**config.mk**
```make
export PLATFORM = sky130hd
export DESIGN_NAME = register_file_32x32
export DESIGN_NICKNAME = d
export VERILOG_FILES = /design/src/rtl/register_file_32x32_pkg.sv /design/src/rtl/register_file_32x32_register32.sv /design/src/rtl/register_file_32x32.sv
export SDC_FILE = /design/constraint.sdc
export NUM_CORES = 2
export LEC_CHECK = 0
export ABC_AREA = 0
export BUFFER_PORTS_ARGS = -buffer_cell sky130_fd_sc_hd__clkbuf_2
export CORE_MARGIN = 2
export CORE_UTILIZATION = 57
export DETAILED_ROUTE_END_ITERATION = 12
export GPL_TIMING_DRIVEN = 1
export PLACE_DENSITY = 0.74
export SLEW_MARGIN = 10
export SYNTH_ARGS = -nofsm -noshare
export SYNTH_HDL_FRONTEND = slang
export SYNTH_SLANG_ARGS = --single-unit
export TNS_END_PERCENT = 1
```
**constraint.sdc**
```tcl
create_clock -name Clk -period 2.8 [get_ports Clk]
set_input_delay 0.56 -clock Clk [delete_from_list [all_inputs] [get_ports Clk]]
set_output_delay 0.56 -clock Clk [all_outputs]
set_load 0.01 [all_outputs]
```
**src/rtl/register_file_32x32_pkg.sv**
```systemverilog
// Package: regfile_pkg
// Purpose: shared sizing constants for the 32x32 register file.
//   DEF_WIDTH  - default data width of each register
//   DEF_ADDR_W - default address width (depth = 2**DEF_ADDR_W)
//   NUM_REGS   - number of architectural registers
//   ZERO_REG   - index of the hardwired-zero register
package regfile_pkg;

  localparam int DEF_WIDTH  = 32;
  localparam int DEF_ADDR_W = 5;
  localparam int NUM_REGS   = 32;
  localparam int ZERO_REG   = 0;

endpackage

```
**src/rtl/register_file_32x32_register32.sv**
```systemverilog
// Module: register32
// Purpose: one WIDTH-bit storage register with write enable and an
//          asynchronous active-low clear.
// Ports:
//   clk   - clock, captures on rising edge
//   rst_n - asynchronous active-low clear (forces q to 0 immediately)
//   en    - write enable
//   d     - data to capture
//   q     - stored value
module register32 #(
  parameter int WIDTH = 32
) (
  input  logic             clk,
  input  logic             rst_n,
  input  logic             en,
  input  logic [WIDTH-1:0] d,
  output logic [WIDTH-1:0] q
);

  always_ff @(posedge clk or negedge rst_n) begin
    if (!rst_n) begin
      q <= '0;
    end else if (en) begin
      q <= d;
    end
  end

endmodule

```
**src/rtl/register_file_32x32.sv**
```systemverilog
// Module: register_file_32x32
// Purpose: 32-entry register file with two combinational read ports, one
//          synchronous write port and register 0 hardwired to zero.
//          Optional same-cycle write-to-read bypass (BYPASS=1).
// Ports:
//   Clk           - clock; writes occur on the rising edge
//   ResetN        - asynchronous active-low clear of r1..r31
//   ReadData1     - contents of ReadRegister1
//   ReadData2     - contents of ReadRegister2
//   WriteData     - data written into WriteRegister
//   ReadRegister1 - read port 1 address
//   ReadRegister2 - read port 2 address
//   WriteRegister - write port address
//   RegWrite      - write enable, active high
module register_file_32x32
  import regfile_pkg::*;
#(
  parameter int WIDTH  = DEF_WIDTH,
  parameter int ADDR_W = DEF_ADDR_W,
  parameter int BYPASS = 0
) (
  input  logic              Clk,
  input  logic              ResetN,
  output logic [WIDTH-1:0]  ReadData1,
  output logic [WIDTH-1:0]  ReadData2,
  input  logic [WIDTH-1:0]  WriteData,
  input  logic [ADDR_W-1:0] ReadRegister1,
  input  logic [ADDR_W-1:0] ReadRegister2,
  input  logic [ADDR_W-1:0] WriteRegister,
  input  logic              RegWrite
);

  localparam int DEPTH = 1 << ADDR_W;
  localparam logic [ADDR_W-1:0] ZERO_ADDR = ADDR_W'(ZERO_REG);

  logic [DEPTH-1:1] wr_en;
  logic [WIDTH-1:0] regs [DEPTH];
  logic [WIDTH-1:0] stored1;
  logic [WIDTH-1:0] stored2;

  // r0 has no storage; reading it always yields zero.
  assign regs[ZERO_REG] = '0;

  // Enable-gated one-hot decode: at most one wr_en bit is set, and address
  // 0 has no enable at all, so writes to r0 are discarded.
  for (genvar i = 1; i < DEPTH; i++) begin : g_reg
    assign wr_en[i] = RegWrite && (WriteRegister == ADDR_W'(i));

    register32 #(
      .WIDTH(WIDTH)
    ) u_reg (
      .clk  (Clk),
      .rst_n(ResetN),
      .en   (wr_en[i]),
      .d    (WriteData),
      .q    (regs[i])
    );
  end

  // Two independent read muxes.
  always_comb begin
    stored1 = regs[ReadRegister1];
    stored2 = regs[ReadRegister2];
  end

  if (BYPASS != 0) begin : g_bypass
    logic hit1;
    logic hit2;

    // Forward the in-flight write only when it would actually be taken:
    // reset low or a target of r0 means the write is discarded.
    assign hit1 = ResetN && RegWrite && (WriteRegister == ReadRegister1) &&
                  (ReadRegister1 != ZERO_ADDR);
    assign hit2 = ResetN && RegWrite && (WriteRegister == ReadRegister2) &&
                  (ReadRegister2 != ZERO_ADDR);

    assign ReadData1 = hit1 ? WriteData : stored1;
    assign ReadData2 = hit2 ? WriteData : stored2;
  end else begin : g_no_bypass
    assign ReadData1 = stored1;
    assign ReadData2 = stored2;
  end

endmodule
```
==> results.md <==
* Post-route setup slack at -162 ps
* Pre-CTS setup slack at -391 ps
* Reg clk slew, reported paths at 60 ps
* DRT Pass-1 Iters at 6
* Slew Limit Fails at 0
* Setup CP Type: input pin to primary output
* Max reg flops at 992
* Async S/R FF share, synth at 1.00
* Largest stage delay, worst path at approximately 500 ps
* Wirelength per Cell at 33.8 µm
* Largest fanout on the critical path at 8
* First-pass GRT wire length at 255000 µm
* Final Hold Fails at 0
* Setup TNS at -4910 ps
* Final worst path period share at 1.06
* Worst EP arrival at 2400 ps
* Largest net degree at the start of global routing at approximately 150
* Max clock buf depth at 3
* Peak supply drop at 0.000576 V
* Seq/Total Area, Yosys at 0.466
* Max stage delay cell, worst path: mux4_2
* Antenna Nets Post-Route at 0
* Vias in the first global route at between 30k and 40k
* # rows at roughly 110
* Setup Skew at 0 ps
* Worst-Skew Late Latency at 690 ps
* Smallest hold slack at 365 ps
* Initial antenna violation count at 9
* DRT iter0 DRCs at 3860
* Syn Area/Cell at 14.8 µm²
* GRT overflow at 0
* Top flop regs: g.u_reg.q x992
* MaxCap Viol Count at 0
* Vias at 36.6k
* PD cells at 699 nW/µm²
* Die area at 95900 µm²
* Yosys Warn Count at 0
* Worst min path class: input pin to asynchronous set/reset pin
* Die W at 310 µm
* Crit-path cells: buf_16 > buf_12 > buf_8 > mux4_2 > a22o_1 > o21ai_2 > o31ai_4 > clkbuf_2
* Total Wirelength at 173000 µm
* Htree depth at 3
* GRT Total Usage at 0.364
* Worst Tran Pin Value at a little over 800 ps
* Fin nets at 3839
* Starting Density at 0.573
* CTS Sinks at 992
* RSZ-0062 raised after global routing: true
* Fmax at 338 MHz
* Failing checks: setup timing
* Layout cells sized above 1 at 0.555
* Die height at between 300 and 400 µm
* Commonest non-fill, non-tap cell in the layout: dfrtp_1
* CTS Buf Count at 105
* Clk root buf: clkbuf_16
* Port Buffer Count at about 110
* Critical Path RT at 2240 ps
* # IOs at 114
* Final core occ at 0.676
* CP startpoint kind: input pin
* Leakage at about 28 nW
* Syn Std Cell Area at 53200 µm²
* Outcome: complete, but fails checks
* Library cells used by synthesis at 30
* Slew margin rel. at 0.462
* Most common flop cell mapped by yosys: dfrtp_1
* Syn_nets at 3655
* Setup crit end kind: primary output
* CTS tree: built
* Final min period at 2960 ps
* Synth Instances at 3605
* Commonest cells after routing, fill and taps aside: dfrtp_1 (992), mux2_2 (967), mux4_2 (384), buf_4 (218)
* Post-synth EDFFs at 0
* Syn-to-layout area delta at 18.0%
* DRC at 0
* Final HPWL DP at 108000 µm
* Vias per Instance at 7.12
* Flops & latches, synth at 992
* Core Area at 92900 µm²
* Final setup viols at 60
* Reg with most FFs: g.u_reg.q
* GP Congestion at around 0.88
-- stage by stage --
stage	area [µm²]	power, mW	std cells
6_report	62800	44.0	5132
5_1_grt	62800	45.6	5131
4_1_cts	62300	43.8	5111
3_5_place_dp	57800	28.7	4907
3_3_place_gp	57800	27.9	4907
2_1_floorplan	53200	25.4	3605
-- path summary, 6_finish.rpt --
path                                              startpoint                                 to  slack (ps)  cells after the start
max                                         ReadRegister1[0]                      ReadData1[31]        -160                      8
min                                                   ResetN  g_reg[10].u_reg.q[24]$_DFFE_PN0P_         360                      2
max reg2reg                g_reg[30].u_reg.q[21]$_DFFE_PN0P_  g_reg[30].u_reg.q[21]$_DFFE_PN0P_        1930                      2
min reg2reg                g_reg[28].u_reg.q[29]$_DFFE_PN0P_  g_reg[28].u_reg.q[29]$_DFFE_PN0P_         510                      1
max in group asynchronous                             ResetN   g_reg[13].u_reg.q[1]$_DFFE_PN0P_        1270                      3
min in group Clk           g_reg[28].u_reg.q[29]$_DFFE_PN0P_  g_reg[28].u_reg.q[29]$_DFFE_PN0P_         510                      1
-- layer usage --
metal  share of wire  track usage  vias up
li1                -            -    14400
met4           0.066        0.207       12
met5         0.00039            0        -
met1            0.37        0.473    19200
met3            0.11       0.0954      704
met2            0.46        0.559     2218
-- Yosys cell counts (2+ instances only) --
library cell / number / area share
buf_4: 31 / 0.0044
mux2i_1: 192 / 0.036
nor3_1: 3 / 0.00028
a211oi_1: 64 / 0.0090
buf_6: 7 / 0.0015
nand4b_1: 3 / 0.00049
mux4_2: 384 / 0.16
o31ai_1: 64 / 0.0090
buf_1: 10 / 0.00070
mux2_1: 89 / 0.019
nor2b_1: 10 / 0.0012
buf_2: 141 / 0.013
dfrtp_1: 992 / 0.47
nor2_1: 15 / 0.0011
nand2_1: 15 / 0.0011
o22ai_1: 64 / 0.0075
nand2b_1: 5 / 0.00059
inv_1: 2 / 0.00014
and2_1: 66 / 0.0078
clkbuf_1: 216 / 0.015
o21ai_1: 64 / 0.0060
or3_1: 3 / 0.00035
a22o_1: 192 / 0.032
mux2_2: 967 / 0.20
-- power breakdown --
| group | switching [mW] | total (mW) | internal (mW) |
|---|---|---|---|
| Clock | 6.02 | 14.9 | 8.84 |
| Combinational | 3.99 | 9.78 | 5.79 |
| Sequential | 2.15 | 19.3 | 17.2 |
| Total | 12.2 | 44.0 | 31.8 |
-- area by class of cell --
| cell class | count | area, µm² |
|---|---|---|
| diodes | 3 | 7.51 |
| clock buffers | 144 | 2900 |
| clock inverters | 49 | 741 |
| fillers | 6117 | 30100 |
| inverters | 2 | 7.51 |
| multi-input cells | 2205 | 27300 |
| flip-flops and latches | 992 | 24800 |
| well taps | 1254 | 1570 |
| repair buffers | 483 | 5440 |
-- logic make-up after synthesis --
| family | synth area share |
|---|---|
| AO/OA/AOI/OAI | 0.0632 |
| buffers and inverters | 0.0353 |
| multiplexers | 0.422 |
| AND/OR/NAND/NOR | 0.0136 |
| flip-flops | 0.466 |
-- timing repair --
item / CTS / global route
pin swaps: 46 / 23
gates cloned: 5 / 5
gates resized for setup: 125 / 59
endpoints found under the setup margin: 64 / 64
endpoints found under the hold margin: 12 / 0
setup buffers: 9 / 13
hold buffers: 1 / 0
-- critical path: cells and delay by family --
family | cells | cell delay, ps
buffers and inverters | 4 | 660
AO/OA/AOI/OAI | 3 | 680
multiplexers | 1 | 490
No activity file was read; power rests on OpenSTA's default activity.
